--- config.mk ---
export PLATFORM = sky130hd
export DESIGN_NAME = mem_stage
export DESIGN_NICKNAME = d
export VERILOG_FILES = /design/src/rtl/mem_pkg.sv /design/src/rtl/load_extend.sv /design/src/rtl/mem_stage.sv
export SDC_FILE = /design/constraint.sdc
export NUM_CORES = 1
export LEC_CHECK = 0
export ABC_CLOCK_PERIOD_IN_PS = 2700
export BUFFER_PORTS_ARGS = -buffer_cell sky130_fd_sc_hd__buf_2
export CAP_MARGIN = 10
export CORE_AREA = 2 2 123 125
export DETAILED_ROUTE_END_ITERATION = 6
export DIE_AREA = 0 0 125 127
export MAX_ROUTING_LAYER = met4
export PLACE_DENSITY = 0.88
export SLEW_MARGIN = 10
export SYNTH_ARGS = -nofsm -noshare
export SYNTH_HDL_FRONTEND = slang
export SYNTH_SLANG_ARGS = --single-unit
--- constraint.sdc ---
create_clock -name clk -period 2.7 [get_ports clk]
set_input_delay 0.135 -clock clk [delete_from_list [all_inputs] [get_ports clk]]
set_output_delay 0.135 -clock clk [all_outputs]
set_load 0.05 [all_outputs]
--- src/rtl/mem_pkg.sv ---
// Shared types and helpers for the Memory stage: funct3 size encodings,
// controller states, and the lane mask / alignment rules derived from size.
package mem_pkg;

  typedef enum logic [2:0] {
    SZ_B  = 3'b000,
    SZ_H  = 3'b001,
    SZ_W  = 3'b010,
    SZ_D  = 3'b011,
    SZ_BU = 3'b100,
    SZ_HU = 3'b101,
    SZ_WU = 3'b110
  } mem_size_t;

  typedef enum logic [1:0] {
    IDLE,
    REQ,
    RSP,
    DONE
  } mem_state_t;

  // log2 of the access width in bytes; D and WU collapse to W on a 32-bit datapath
  function automatic logic [1:0] size_log2(input logic [2:0] f3, input logic is64);
    logic [1:0] lg;
    case (f3)
      SZ_B, SZ_BU: lg = 2'd0;
      SZ_H, SZ_HU: lg = 2'd1;
      SZ_W, SZ_WU: lg = 2'd2;
      SZ_D:        lg = is64 ? 2'd3 : 2'd2;
      default:     lg = 2'd2;
    endcase
    return lg;
  endfunction

  function automatic logic [7:0] byte_mask(input logic [1:0] lg);
    logic [7:0] mask;
    case (lg)
      2'd0:    mask = 8'h01;
      2'd1:    mask = 8'h03;
      2'd2:    mask = 8'h0F;
      default: mask = 8'hFF;
    endcase
    return mask;
  endfunction

  function automatic logic is_misaligned(input logic [2:0] addr_lo, input logic [1:0] lg);
    logic mis;
    case (lg)
      2'd0:    mis = 1'b0;
      2'd1:    mis = addr_lo[0];
      2'd2:    mis = |addr_lo[1:0];
      default: mis = |addr_lo[2:0];
    endcase
    return mis;
  endfunction

endpackage

--- src/rtl/load_extend.sv ---
// Load formatter: moves the addressed bytes of a raw bus word down to bit 0,
// truncates to the access size and sign- or zero-extends to XLEN.
module load_extend
  import mem_pkg::*;
#(
  parameter int XLEN = 32
) (
  input  logic [XLEN-1:0]           raw,
  input  logic [$clog2(XLEN/8)-1:0] offset,
  input  logic [2:0]                size,
  output logic [XLEN-1:0]           ext
);

  logic [XLEN-1:0] shifted;
  logic [1:0]      lg;
  logic            uns;

  always_comb begin
    shifted = raw >> {offset, 3'b000};
    lg      = size_log2(size, XLEN == 64);
    uns     = size[2];
    case (lg)
      2'd0:    ext = uns ? XLEN'(shifted[7:0])  : XLEN'($signed(shifted[7:0]));
      2'd1:    ext = uns ? XLEN'(shifted[15:0]) : XLEN'($signed(shifted[15:0]));
      2'd2:    ext = uns ? XLEN'(shifted[31:0]) : XLEN'($signed(shifted[31:0]));
      default: ext = shifted;
    endcase
  end

endmodule

--- src/rtl/mem_stage.sv ---
// Pipeline Memory stage: E->M register, valid/ready bus master for loads and
// stores with lane shifting, misalignment detection and a stall while busy.
//
// state | meaning
// IDLE  | no bus transaction for the instruction in M
// REQ   | request presented, waiting for bus_req_ready
// RSP   | request accepted, waiting for bus_rsp_valid
// DONE  | response captured in hold, waiting for M to advance
module mem_stage
  import mem_pkg::*;
#(
  parameter int XLEN   = 32,
  parameter int REG_W  = 5,
  parameter int STRB_W = XLEN / 8
) (
  input  logic              clk,
  input  logic              reset,
  input  logic              stall_m,
  input  logic              flush_m,
  input  logic              valid_e,
  input  logic [XLEN-1:0]   alu_result_e,
  input  logic [XLEN-1:0]   write_data_e,
  input  logic [REG_W-1:0]  rd_e,
  input  logic [XLEN-1:0]   pc_plus_4_e,
  input  logic              mem_read_e,
  input  logic              mem_write_e,
  input  logic [2:0]        mem_size_e,
  output logic              bus_req_valid,
  input  logic              bus_req_ready,
  output logic [XLEN-1:0]   bus_addr,
  output logic              bus_wr_en,
  output logic [XLEN-1:0]   bus_wr_data,
  output logic [STRB_W-1:0] bus_byte_en,
  input  logic              bus_rsp_valid,
  input  logic [XLEN-1:0]   bus_rd_data,
  output logic              valid_m,
  output logic [XLEN-1:0]   alu_result_m,
  output logic [XLEN-1:0]   read_data_m,
  output logic [REG_W-1:0]  rd_m,
  output logic [XLEN-1:0]   pc_plus_4_m,
  output logic              misaligned_m,
  output logic              mem_busy
);

  localparam int  OFF_W = $clog2(STRB_W);
  localparam logic IS64 = (XLEN == 64);

  mem_state_t      state;
  logic [XLEN-1:0] hold;
  logic [XLEN-1:0] write_data_m;
  logic            mem_read_m;
  logic            mem_write_m;
  logic [2:0]      mem_size_m;

  logic             advance;
  logic             load_mem_op;
  logic             mem_op_m;
  logic             load_op_m;
  logic [1:0]       lg_m;
  logic [OFF_W-1:0] offset_m;
  logic [XLEN-1:0]  raw;
  logic [XLEN-1:0]  ext_data;

  assign advance  = !stall_m && !mem_busy;
  assign mem_busy = (state == REQ) || (state == RSP && !bus_rsp_valid);

  // What the M register is about to receive, so the controller can go straight to REQ
  assign load_mem_op = valid_e && !flush_m && (mem_read_e || mem_write_e) &&
                       !is_misaligned(alu_result_e[2:0], size_log2(mem_size_e, IS64));

  always_ff @(posedge clk) begin
    if (reset) begin
      valid_m      <= 1'b0;
      alu_result_m <= '0;
      write_data_m <= '0;
      rd_m         <= '0;
      pc_plus_4_m  <= '0;
      mem_read_m   <= 1'b0;
      mem_write_m  <= 1'b0;
      mem_size_m   <= '0;
    end else if (advance) begin
      valid_m      <= valid_e && !flush_m;
      alu_result_m <= alu_result_e;
      write_data_m <= write_data_e;
      rd_m         <= rd_e;
      pc_plus_4_m  <= pc_plus_4_e;
      mem_read_m   <= mem_read_e && !flush_m;
      mem_write_m  <= mem_write_e && !flush_m;
      mem_size_m   <= mem_size_e;
    end
  end

  assign lg_m         = size_log2(mem_size_m, IS64);
  assign offset_m     = alu_result_m[OFF_W-1:0];
  assign misaligned_m = valid_m && (mem_read_m || mem_write_m) &&
                        is_misaligned(alu_result_m[2:0], lg_m);
  assign mem_op_m     = valid_m && (mem_read_m || mem_write_m) && !misaligned_m;
  assign load_op_m    = mem_op_m && mem_read_m;

  always_ff @(posedge clk) begin
    if (reset) begin
      state <= IDLE;
      hold  <= '0;
    end else begin
      case (state)
        IDLE, DONE: begin
          if (advance) state <= load_mem_op ? REQ : IDLE;
        end
        REQ: begin
          if (bus_req_ready) state <= RSP;
        end
        RSP: begin
          if (bus_rsp_valid) begin
            hold <= bus_rd_data;
            // A same-cycle response lets M advance now, possibly into the next access
            if (advance) state <= load_mem_op ? REQ : IDLE;
            else         state <= DONE;
          end
        end
        default: state <= IDLE;
      endcase
    end
  end

  assign bus_req_valid = (state == REQ);
  assign bus_addr      = alu_result_m;
  assign bus_wr_en     = mem_write_m;
  assign bus_wr_data   = write_data_m << {offset_m, 3'b000};
  assign bus_byte_en   = STRB_W'(byte_mask(lg_m)) << offset_m;

  assign raw = (state == RSP && bus_rsp_valid) ? bus_rd_data : hold;

  load_extend #(
    .XLEN (XLEN)
  ) u_load_extend (
    .raw    (raw),
    .offset (offset_m),
    .size   (mem_size_m),
    .ext    (ext_data)
  );

  assign read_data_m = load_op_m ? ext_data : '0;

endmodule

Word-level counts from Yosys, hierarchy flattened

Index checks and enable logic that the tools add are counted.

Equality and inequality tests: 16
Reductions and logical operators: 37
Muxes and demuxes: 16
Shift operators: 3

Operators by type and width:

| cell                                                   | count |
|---|---|
| 2-to-1 mux 32 bit                                      | 4 |
| case mux 32 bit (2 select lines)                       | 1 |
| left shift 32 x 5 -> 32 bit                            | 1 |
| right shift 32 x 5 -> 32 bit                           | 1 |
| OR reduction 2 bit                                     | 7 |
| equality test 3 bit (second input constant)            | 4 |
| logical AND 1 bit                                      | 12 |
| case mux 4 bit (3 select lines)                        | 1 |
| equality test 2 bit (second input constant)            | 4 |
| 2-to-1 mux 2 bit                                       | 4 |
| case mux 2 bit (2 select lines)                        | 2 |
| equality test 2 x 1 -> 1 bit (second input constant)   | 3 |
| equality test 3 x 1 -> 1 bit (second input constant)   | 2 |
| zero test 1 bit                                        | 6 |
| zero test 2 bit                                        | 3 |
| zero test 3 bit                                        | 2 |
| case mux 1 bit (3 select lines)                        | 2 |
| case mux 2 bit (3 select lines)                        | 1 |
| OR reduction 3 bit                                     | 2 |
| inequality test 2 bit (second input constant)          | 2 |
| left shift 4 x 2 -> 4 bit                              | 1 |
| logical OR 1 bit                                       | 3 |
| AND reduction 3 bit                                    | 1 |
| inequality test 2 x 1 -> 1 bit (second input constant) | 1 |
| other kinds (2)                                        | 2 |

Bits in registers: 141
Word-level logic and storage cells: 82
Bits of input ports: 145
Output and inout bits: 174

Depth between registers and ports, before layout

Gate-level depths: netlist (run 1).

Depth in word-level cells: 11
Gate-level depth with buffers: 9
Gate-level depth less buffers: 7

Cells and area by module

From an unflattened synthesis (run 1), not the netlist that was laid out.

Cell total of the unflattened synthesis: 859
Area total of the unflattened synthesis: 6851.6 um^2

Modules (own cells, without submodules):

| module      | area an instance (um^2) | times used | cells each | sequential area each (um^2) |
|---|---|---|---|---|
| mem_stage   | 6147.1                  | 1          | 752        | 2822.7 |
| load_extend | 704.4                   | 1          | 107        | 0.0 |

Least setup slack after synthesis (run 1)

No wires, ideal clock.

Kind: reg-to-output
From: register alu_result_m[1]
To: output port read_data_m[30]
Buffers on the path: 1
Data arrival time: 3528 ps
Path slack: -963 ps
Required time: 2565 ps
Cell stages (with the launch flop): 7
Cell sequence: dfxtp_1 -> buf_2 -> nor2_1 -> inv_1 -> o221ai_2 -> a311oi_1 -> nor3b_1

Word-level cells in the longest chain between the ends: 7
Elaborated cells between the ends (all ways): 12
Those cells by class: shift: 1; mux: 5; reduce/logical: 6

Ends and longest elaborated chain:

| element                                                                              | RTL line         | text |
|---|---|---|
| start: declaration                                                                   | mem_stage.sv:37  | `output logic [XLEN-1:0] alu_result_m,` |
| start signal: assignment                                                             | mem_stage.sv:83  | `alu_result_m <= alu_result_e;` |
| parallel branches: the longest is 6 deep, another holds right shift 32 x 5 -> 32 bit | -                |  |
| 2-to-1 mux 32 bit (*)                                                                | mem_stage.sv:142 | `assign read_data_m = load_op_m ? ext_data : '0;` |
| end: declaration                                                                     | mem_stage.sv:38  | `output logic [XLEN-1:0] read_data_m,` |

Mark *: on every way between the ends.

Worst setup path after layout (run 1)

From: register state[0]
To: output port read_data_m[4]

Word-level cells in the longest chain between the ends: 7
Elaborated cells between the ends (all ways): 8
Those cells by class: eq/ne: 1; shift: 1; mux: 5; reduce/logical: 1

Ends and longest elaborated chain:

| element                                     | RTL line                             | text |
|---|---|---|
| start: declaration                          | mem_stage.sv:48                      | `mem_state_t state;` |
| start signal: assignment                    | mem_stage.sv:107                     | `if (advance) state <= load_mem_op ? REQ : IDLE;` |
| start signal: assignment                    | mem_stage.sv:116                     | `if (advance) state <= load_mem_op ? REQ : IDLE;` |
| equality test 2 bit (*)                     | mem_stage.sv:131                     | `assign raw = (state == RSP && bus_rsp_valid) ? bus_rd_data : hold;` |
| logical AND 1 bit (*)                       | mem_stage.sv:131                     |  |
| 2-to-1 mux 32 bit (*)                       | mem_stage.sv:131                     |  |
| right shift 32 x 5 -> 32 bit (*)            | load_extend.sv:19                    | `shifted = raw >> {offset, 3'b000};` |
| 2-to-1 mux 32 bit, on equally long branches | load_extend.sv:24, load_extend.sv:23 |  |
| case mux 32 bit (2 select lines) (*)        | load_extend.sv:22                    | `case (lg)` |
| 2-to-1 mux 32 bit (*)                       | mem_stage.sv:142                     |  |

Every way passes the cells marked *; elsewhere a longest branch is shown, timed or not.

==> results of run 1 <==
cell families (layout without fill, tap and decap cells):
| family | count (synthesis) | after routing | share of synthesized area [%] |
|---|---|---|---|
| multiplexers | 70 | 70 | 12.47 |
| AO/OA/AOI/OAI | 171 | 171 | 14.35 |
| buffers and inverters | 99 | 493 | 7.830 |
| flip-flops | 141 | 141 | 43.29 |
| AND/OR/NAND/NOR | 346 | 346 | 21.67 |
| adder cells (fa/ha/maj) | 2 | 2 | 0.3837 |
| other | 0 | 2 | 0 |
Yosys cell counts, types with 2 or more instances:
cell type,instances
ha_1,2
and2_1,9
nor3_1,5
buf_2,6
buf_4,33
o21ai_0,16
or2_2,2
nor2b_1,12
a211oi_1,8
nor2_1,52
mux2i_1,61
a21oi_1,137
and3_1,2
nand3b_1,2
nand2_1,247
buf_1,7
clkbuf_1,46
dfxtp_1,141
or3_1,7
mux4_2,9
inv_1,6
nand2b_1,4
layer usage:
layer,share of wire (%),up-vias
li1,-,3493
met1,36,3523
met2,50,529
met5,0,-
met3,8.8,120
met4,5.8,0
area by class of cell:
class                           instances  area [sq um]  area share [%]
Sequential cell                       141          2826           27.92
Inverter                                6         22.52          0.2225
Multi-Input combinational cell        589          3323           32.83
Clock buffer                           17         425.4           4.202
Tap cell                              184         230.2           2.274
Antenna cell                            2         5.005         0.04944
Clock inverter                         15         196.4           1.940
Timing Repair Buffer                  455          3094           30.56
registers in the layout (all words and copies together) (netlist names):
| name | count |
|---|---|
| write_data_m | 32 |
| pc_plus_4_m | 32 |
| state | 2 |
| valid_m | 1 |
| rd_m | 5 |
| alu_result_m | 32 |
| mem_read_m | 1 |
| hold | 32 |
| bus_wr_en | 1 |
| mem_size_m | 3 |
worst paths after layout:
check	start	to	slack (ps)	cells past startpoint
hold reg to reg	write_data_m[26]	write_data_m[26]	450	2
setup / recovery	state[0]	read_data_m[4]	20	9
setup reg to reg	state[0]	alu_result_m[9]	530	7
hold / removal	bus_rd_data[22]	hold[22]	10	3
through the flow:
stage	worst slack [ps]	cell area (sq um)	TNS (ps)
after floorplan	-17.85	6589	-124.9
after global routing	-63.86	10120	-248.8
after global placement	260.4	8159	0
final	15.90	10120	0
after detailed placement	175.6	8159	0
after CTS	4.852	10120	0
repair_timing:
action,4_1_cts,5_1_grt
endpoints found under the setup margin,30,29
resized for setup,39,14
pin swaps,2,3
hold buffers,114,0
cloned,1,0
hold endpoints to repair,114,0
buffers inserted,5,0
power breakdown:
part           switching, mW  total (mW)  internal [mW]
registers             0.0867        2.28           2.19
clock network          0.922        2.46           1.54
logic                   1.00        1.46          0.457
total                   2.01        6.20           4.19
tightest hold or removal path, stage by stage:
cell and delay, ps:
buf_2 80, mux2i_2 90, nor2_1 90
==> metrics.txt, run 1 <==
status=completed; GP Congestion=0.9642; vias in the first global route=7779; Die ar.=15880 sq um; GR Util met3=7.538%; CTS tree=built; Via-to-Cell Ratio=5.440; root buf cell=clkbuf_16; WL/cell=18.29 um; Final Hold Fails=0; ys flop type=dfxtp_1; met2 Use GR=53.77%; most frequent cells in the layout=buf_2 (296), nand2_1 (246), dfxtp_1 (138), a21oi_1 (122), dlygate4sd3_1 (114); Post-DP HPWL=14930 um; first-pass GRT wire length=39660 um; insertion delay to the later sink of the worst-skew pair=430 ps; first-iteration detailed-routing DRC count=441; Post-synth EDFFs=0; crit path time final=2684 ps; Vias=7665; DRC errors left=0; area leader, netlist=dfxtp_1; IO Port Bufs=318; most common cell after layout, fill and taps aside=buf_2; register area share after synthesis=43.29%; Final period util=99.41%; Ports=319; critical path peak fanout=29; CP Data Arrival Time=2550 ps; final core occ=70.19%; GRT Residual Overflow=0; CTS sink count=141; gr busiest metal=met2; final net count=1357; Filler cells=934; final setup vio count=0; Die X=125 um; MaxCap Viol Count=0; Max Clk Rate=372.6 MHz; synth unique cells=37; Slowest Stage Delay on Critical Path=530 ps; max-slew violations=0; drt total wl=25770 um; clock skew=10.12 ps; Yosys top cell area share=43.29%; Slew @ Worst Pin=742.9 ps; slowest CP cell=mux4_2; leak pwr=4.810 nW; Finished Layout Cells=1409; Critical Path, Cell by Cell=inv_2 > ha_4 > nand2_4 > buf_4 > buf_12 > mux2i_1 > mux4_2 > nor2_1 > buf_2; Mapped Avg Cell Area=7.865 sq um; Crit Path Category=reg -> out; row count=44; Die H=127 um; Mapped Area=6520 sq um; core box area=14420 sq um; peak supply drop=486.1 uV; Worst Path Buf+Inv=4; worst hold slack=13.86 ps; Yosys reg bits=141; drt pass-1 iters=7; Max transition margin=50.47%; synth warn=0; Syn Nets=976; antenna violations before repair=2; largest cells by area after synthesis=dfxtp_1 (43%), nand2_1 (14%), a21oi_1 (11%); total power=6.204 mW; Cells after DPL=1257; met1 Usage GRT=34.37%; PD cells=612.8 nW/um^2; hold crit path type=in -> reg; Routed Antenna Nets=0; starting density of the core=45.20%; H-tree depth=4; largest net degree at the start of global routing=68; CP delay by family, top=multiplexers; clock slew at reported path FFs=60 ps; CTS buffer count=17; Worst Path Required=2570 ps; unrepaired setup endpoints after global routing=true; CTS max path bufs=2; Critical Path Sink Type=output port; layout cells sized above 1=34.26%; Startpoint Class=register; async set or reset register ratio after synthesis=0%; Synth Instances=829; GRT Total Usage=31.97%; area grow syn2layout=55.27%
No activity file was read; power rests on OpenSTA's default activity.
==> run 2, diff against run 1 <==
Settings changed: CAP_MARGIN 10 to 20, RECOVER_POWER set to 100, SETUP_SLACK_MARGIN set to 0.15.
==> run 2 against run 1 <==
Effect of this change:
- the run now ends with negative setup slack left
- sequential power barely moved
- power decreased by 3.8%
- combinational power hardly changed
==> metrics.txt, run 2 (synthesis results as in run 1) <==
multi-input logic area=3542 sq um; WHS Path Cells=3; clock skew=10.19 ps; Ports=319; R2R depth=7; Worst Path Buf+Inv=3; H-tree depth=4; CTS sink count=141; WL/cell=18.47 um; GRT Residual Overflow=0; insertion delay to the later sink of the worst-skew pair=420 ps; MaxCap Viol Count=0; drt pass-1 iters=7; largest net degree at the start of global routing=56; leak pwr=4.539 nW; Die ar.=15880 sq um; starting density of the core=45.20%; critical path peak fanout=7; Worst Path Required=2570 ps; row count=44; first-pass GRT wire length=39540 um; layout cells sized above 1=30.35%; most common cell after layout, fill and taps aside=nand2_1; Final Hold Fails=0; CTS tree=built; R2R Path End=pc_plus_4_m[26]; DR top layer=met4; wire length on met3=2154 um; hold_sp=bus_rd_data[18]; GP Congestion=0.8921; CTS max path bufs=2; Vias=7643; Worst path depth=9; PD cells=577.5 nW/um^2; DRC errors left=0; worst hold endpoint=hold[18]; CTS buffer count=17; violated checks=negative setup slack; max-slew violations=0; final setup vio count=7; slowest CP cell=mux4_2; vias in the first global route=7672; wl on met1=9649 um; Critical Path Sink Type=output port; hold crit path type=in -> reg; Filler cells=1039; DP Worst Slack=115.8 ps; CP Data Arrival Time=2580 ps; status=finished with violations; Crit Path Category=reg -> out; most frequent cells in the layout=nand2_1 (239), buf_2 (208), dfxtp_1 (137), dlygate4sd3_1 (115), a21oi_1 (113); setup ws final=-13.28 ps; Max transition margin=53.81%; Finished Layout Cells=1413; Routed Antenna Nets=0; drt total wl=26100 um; Die H=127 um; CP delay by family, top=compound AO/OA/AOI/OAI gates; Critical Path, Cell by Cell=inv_2 > ha_4 > nand2_4 > mux4_2 > a22o_4 > a41oi_4 > clkbuf_16 > a21oi_2 > buf_6; antenna violations before repair=0; Max Clk Rate=368.6 MHz; core box area=14420 sq um; IO Port Bufs=318; area grow syn2layout=58.57%; Startpoint Class=register; root buf cell=clkbuf_16; Antenna Cells=0; final core occ=71.68%; Die X=125 um; final net count=1364; crit path time final=2713 ps; Slew @ Worst Pin=695.8 ps; clock slew at reported path FFs=60 ps; Final period util=100.5%; peak supply drop=510.1 uV; GRT Total Usage=32.00%; total power=5.970 mW; register area=2828 sq um; Cells after DPL=1259; Slowest Stage Delay on Critical Path=530 ps; first-iteration detailed-routing DRC count=536; Reg2Reg Setup Slack=540 ps; Fin Setup TNS=-42.59 ps; unrepaired setup endpoints after global routing=true; Post-DP HPWL=15240 um; Worst R2R Start=state[0]; Via-to-Cell Ratio=5.409; met2 WL=13250 um
[run 2: report_power, final]
group	internal, mW	switching, mW	total [mW]
sequential	2.19	0.0888	2.28
clock	1.33	0.894	2.23
combinational	0.447	1.02	1.46
[run 2: worst max path at each step]
stage | start | endpoint
after floorplan | alu_result_m[0] | read_data_m[15]
after global routing | state[0] | read_data_m[31]
after global placement | state[0] | read_data_m[29]
after detailed placement | state[0] | read_data_m[16]
after CTS | state[0] | read_data_m[18]
final | state[0] | read_data_m[31]
[run 2: cell type report]
cell class / count / area share [%]
Multi-Input combinational cell: 589 / 34.26
Timing Repair Buffer: 462 / 30.52
Sequential cell: 141 / 27.35
Clock buffer: 21 / 4.550
Tap cell: 184 / 2.227
Clock inverter: 10 / 0.8714
Inverter: 6 / 0.2178
[run 2: worst min-delay path, cell delays in order]
cell and delay [ps]:
buf_2 80, mux2i_1 90, nor2_1 90
[run 2: stage by stage]
stage               hold slack (ps)  instance area [sq um]
detailed placement            380.1                   8299
global placement              374.2                   8299
global route                  19.55                  10340
floorplan                     271.0                   6720
finish                        20.34                  10340
CTS                           1.802                  10260
[run 2: timing repair]
| action | CTS | global route |
|---|---|---|
| hold endpoints to repair | 115 | 0 |
| pin swaps | 5 | 6 |
| resized for setup | 52 | 55 |
| endpoints found under the setup margin | 32 | 32 |
| setup buffers | 6 | 1 |
| hold buffers | 115 | 0 |
| cloned | 1 | 0 |
[run 2: routing by layer]
layer,track usage [%],vias up
li1,-,3501
met1,36.22,3554
met3,7.035,104
met5,-,-
met4,14.25,0
met2,54.64,484
==> run 3, diff against run 2 <==
Settings changed: ABC_CLOCK_PERIOD_IN_PS 2700 to 3300, CORE_AREA 2 2 123 125 to 2 2 125 127, DIE_AREA 0 0 125 127 to 0 0 127 129, PLACE_DENSITY 0.88 to 0.86.
Clock period 2.7 ns to 3.3 ns, I/O delays scaled along.
==> run 3 against run 2 <==
Effect of this change:
- the run now ends clean
- sequential share of layout area grew 2.9 points
- sequential cell count did not move
- hold slack lost 4.7 ps
- clock skew fell by 1.7 ps
- critical path depth down 5
- non-clock buffer count is 45 lower
- critical path type unchanged
- critical endpoint is now bus_wr_data[29]
- highest routed layer unchanged
==> metrics.txt, run 3 (synthesis results as in run 1) <==
Slew @ Worst Pin=1400 ps; Clk network pwr share=40.6%; Die H=129 um; status=completed; final setup vio count=0; Routed Antenna Nets=0; Startpoint Class=register; H-tree depth=4; GRT Total Usage=27.39%; hold crit path type=in -> reg; final net count=1319; first-iteration detailed-routing DRC count=561; Switching Share=31.37%; CTS sink count=141; Filler cells=1267; Max transition margin=6.666%; most common cell after layout, fill and taps aside=nand2_1; crit path time final=3036 ps; internal power=3.424 mW; CP Data Arrival Time=2870 ps; CTS buffer count=17; GP Congestion=0.9536; DRC errors left=0; area grow syn2layout=43.39%; MaxCap Viol Count=0; core box area=14980 sq um; Via-to-Cell Ratio=5.285; most frequent cells in the layout=nand2_1 (247), buf_2 (155), clkbuf_1 (140), dfxtp_1 (139), a21oi_1 (137); GRT Residual Overflow=0; register area=2828 sq um; max-slew violations=0; Ports=319; final core occ=62.42%; multi-input logic area=3207 sq um; first-pass GRT wire length=34490 um; CTS max path bufs=2; Final period util=92.01%; Post-DP HPWL=14390 um; Fin Setup TNS=0 ps; Psw=1.565 mW; combinational share of power=21.7%; sequential share of power=37.6%; root buf cell=clkbuf_16; drt pass-1 iters=5; vias in the first global route=6776; CTS tree=built; layout cells sized above 1=20.51%; leak pwr=4.075 nW; antenna violations before repair=0; starting density of the core=43.53%; Die X=127 um; Final Hold Fails=0; Critical Path Sink Type=output port; Max Clk Rate=329.3 MHz; PD cells=533.6 nW/um^2; peak supply drop=395.6 uV; drt total wl=22770 um; Vias=7256; IO Port Bufs=318; clock slew at reported path FFs=60 ps; clock skew=8.534 ps; row count=45; WL/cell=16.58 um; insertion delay to the later sink of the worst-skew pair=410 ps; Die ar.=16380 sq um; critical path peak fanout=34; unrepaired setup endpoints after global routing=false; Crit Path Category=reg -> out; largest net degree at the start of global routing=83; Antenna Cells=0; Worst Path Required=3130 ps
## run 3: changes by cell type in the layout (fill, tap and decap cells not counted), moves of 24 or more
cell | before | now
clkbuf_1 | 82 | 140
buf_2 | 208 | 155
dlygate4sd3_1 | 115 | 87
clkbuf_2 | 0 | 25
a21oi_1 | 113 | 137
buf_6 | 25 | 1
## run 3: routing by layer
metal	vias up	routed length [um]	track usage, %
li1	3409	-	-
met1	3343	8804	32.49
met2	442	11430	45.13
met3	62	1824	6.528
met4	0	709	10.80
met5	-	0	-
## run 3: what timing repair did
| item | CTS | global route |
|---|---|---|
| setup buffers | 1 | 0 |
| pin swaps | 1 | 0 |
| endpoints found under the hold margin | 84 | 3 |
| resized for setup | 0 | 3 |
| hold buffers | 84 | 3 |
| endpoints found under the setup margin | 15 | 21 |
## run 3: power groups by stage
stage	sequential [mW]	combinational [mW]	clock (mW)
2_1_floorplan	2.07	0.583	0
3_3_place_gp	1.90	1.00	0
3_5_place_dp	1.90	1.01	0
4_1_cts	1.87	1.09	2.06
5_1_grt	1.89	1.14	2.15
6_report	1.88	1.08	2.03
## run 3: final cells by class
| type | count | area share, % |
|---|---|---|
| clock inverter | 10 | 1.726 |
| clock buffer | 22 | 5.072 |
| tap | 188 | 2.516 |
| inverter | 6 | 0.2409 |
| sequential | 141 | 30.25 |
| timing repair buffer | 417 | 25.90 |
| multi-input combinational | 589 | 34.30 |
## run 3: worst max-delay path, stage by stage (launching register included)
cell      delay [ps]
dfxtp_2          720
clkbuf_2         730
mux2i_1          260
a21oi_1          210
clkbuf_1         520
## run 3: final timing paths
check                                      from                to  slack [ps]  cells after the start
worst max-delay path            alu_result_m[1]   bus_wr_data[29]         260                      4
worst min-delay path            alu_result_e[9]   alu_result_m[9]          20                      3
worst max register to register         state[1]  alu_result_m[17]         360                      7
worst min register to register  pc_plus_4_m[27]   pc_plus_4_m[27]         450                      2
## run 3: metrics by stage
| stage | power (mW) | instance area [sq um] | setup slack (ps) | hold slack (ps) | instances |
|---|---|---|---|---|---|
| after detailed placement | 2.915 | 7993 | 465.3 | 409.6 | 1253 |
| after global placement | 2.901 | 7993 | 628.9 | 403.8 | 1253 |
| after CTS | 5.021 | 9489 | 230.2 | 0.8977 | 1370 |
| after floorplan | 2.653 | 6528 | 175.9 | 301.0 | 829 |
| after global routing | 5.182 | 9349 | 113.3 | 1.106 | 1373 |
| final | 4.988 | 9349 | 263.6 | 15.60 | 1373 |
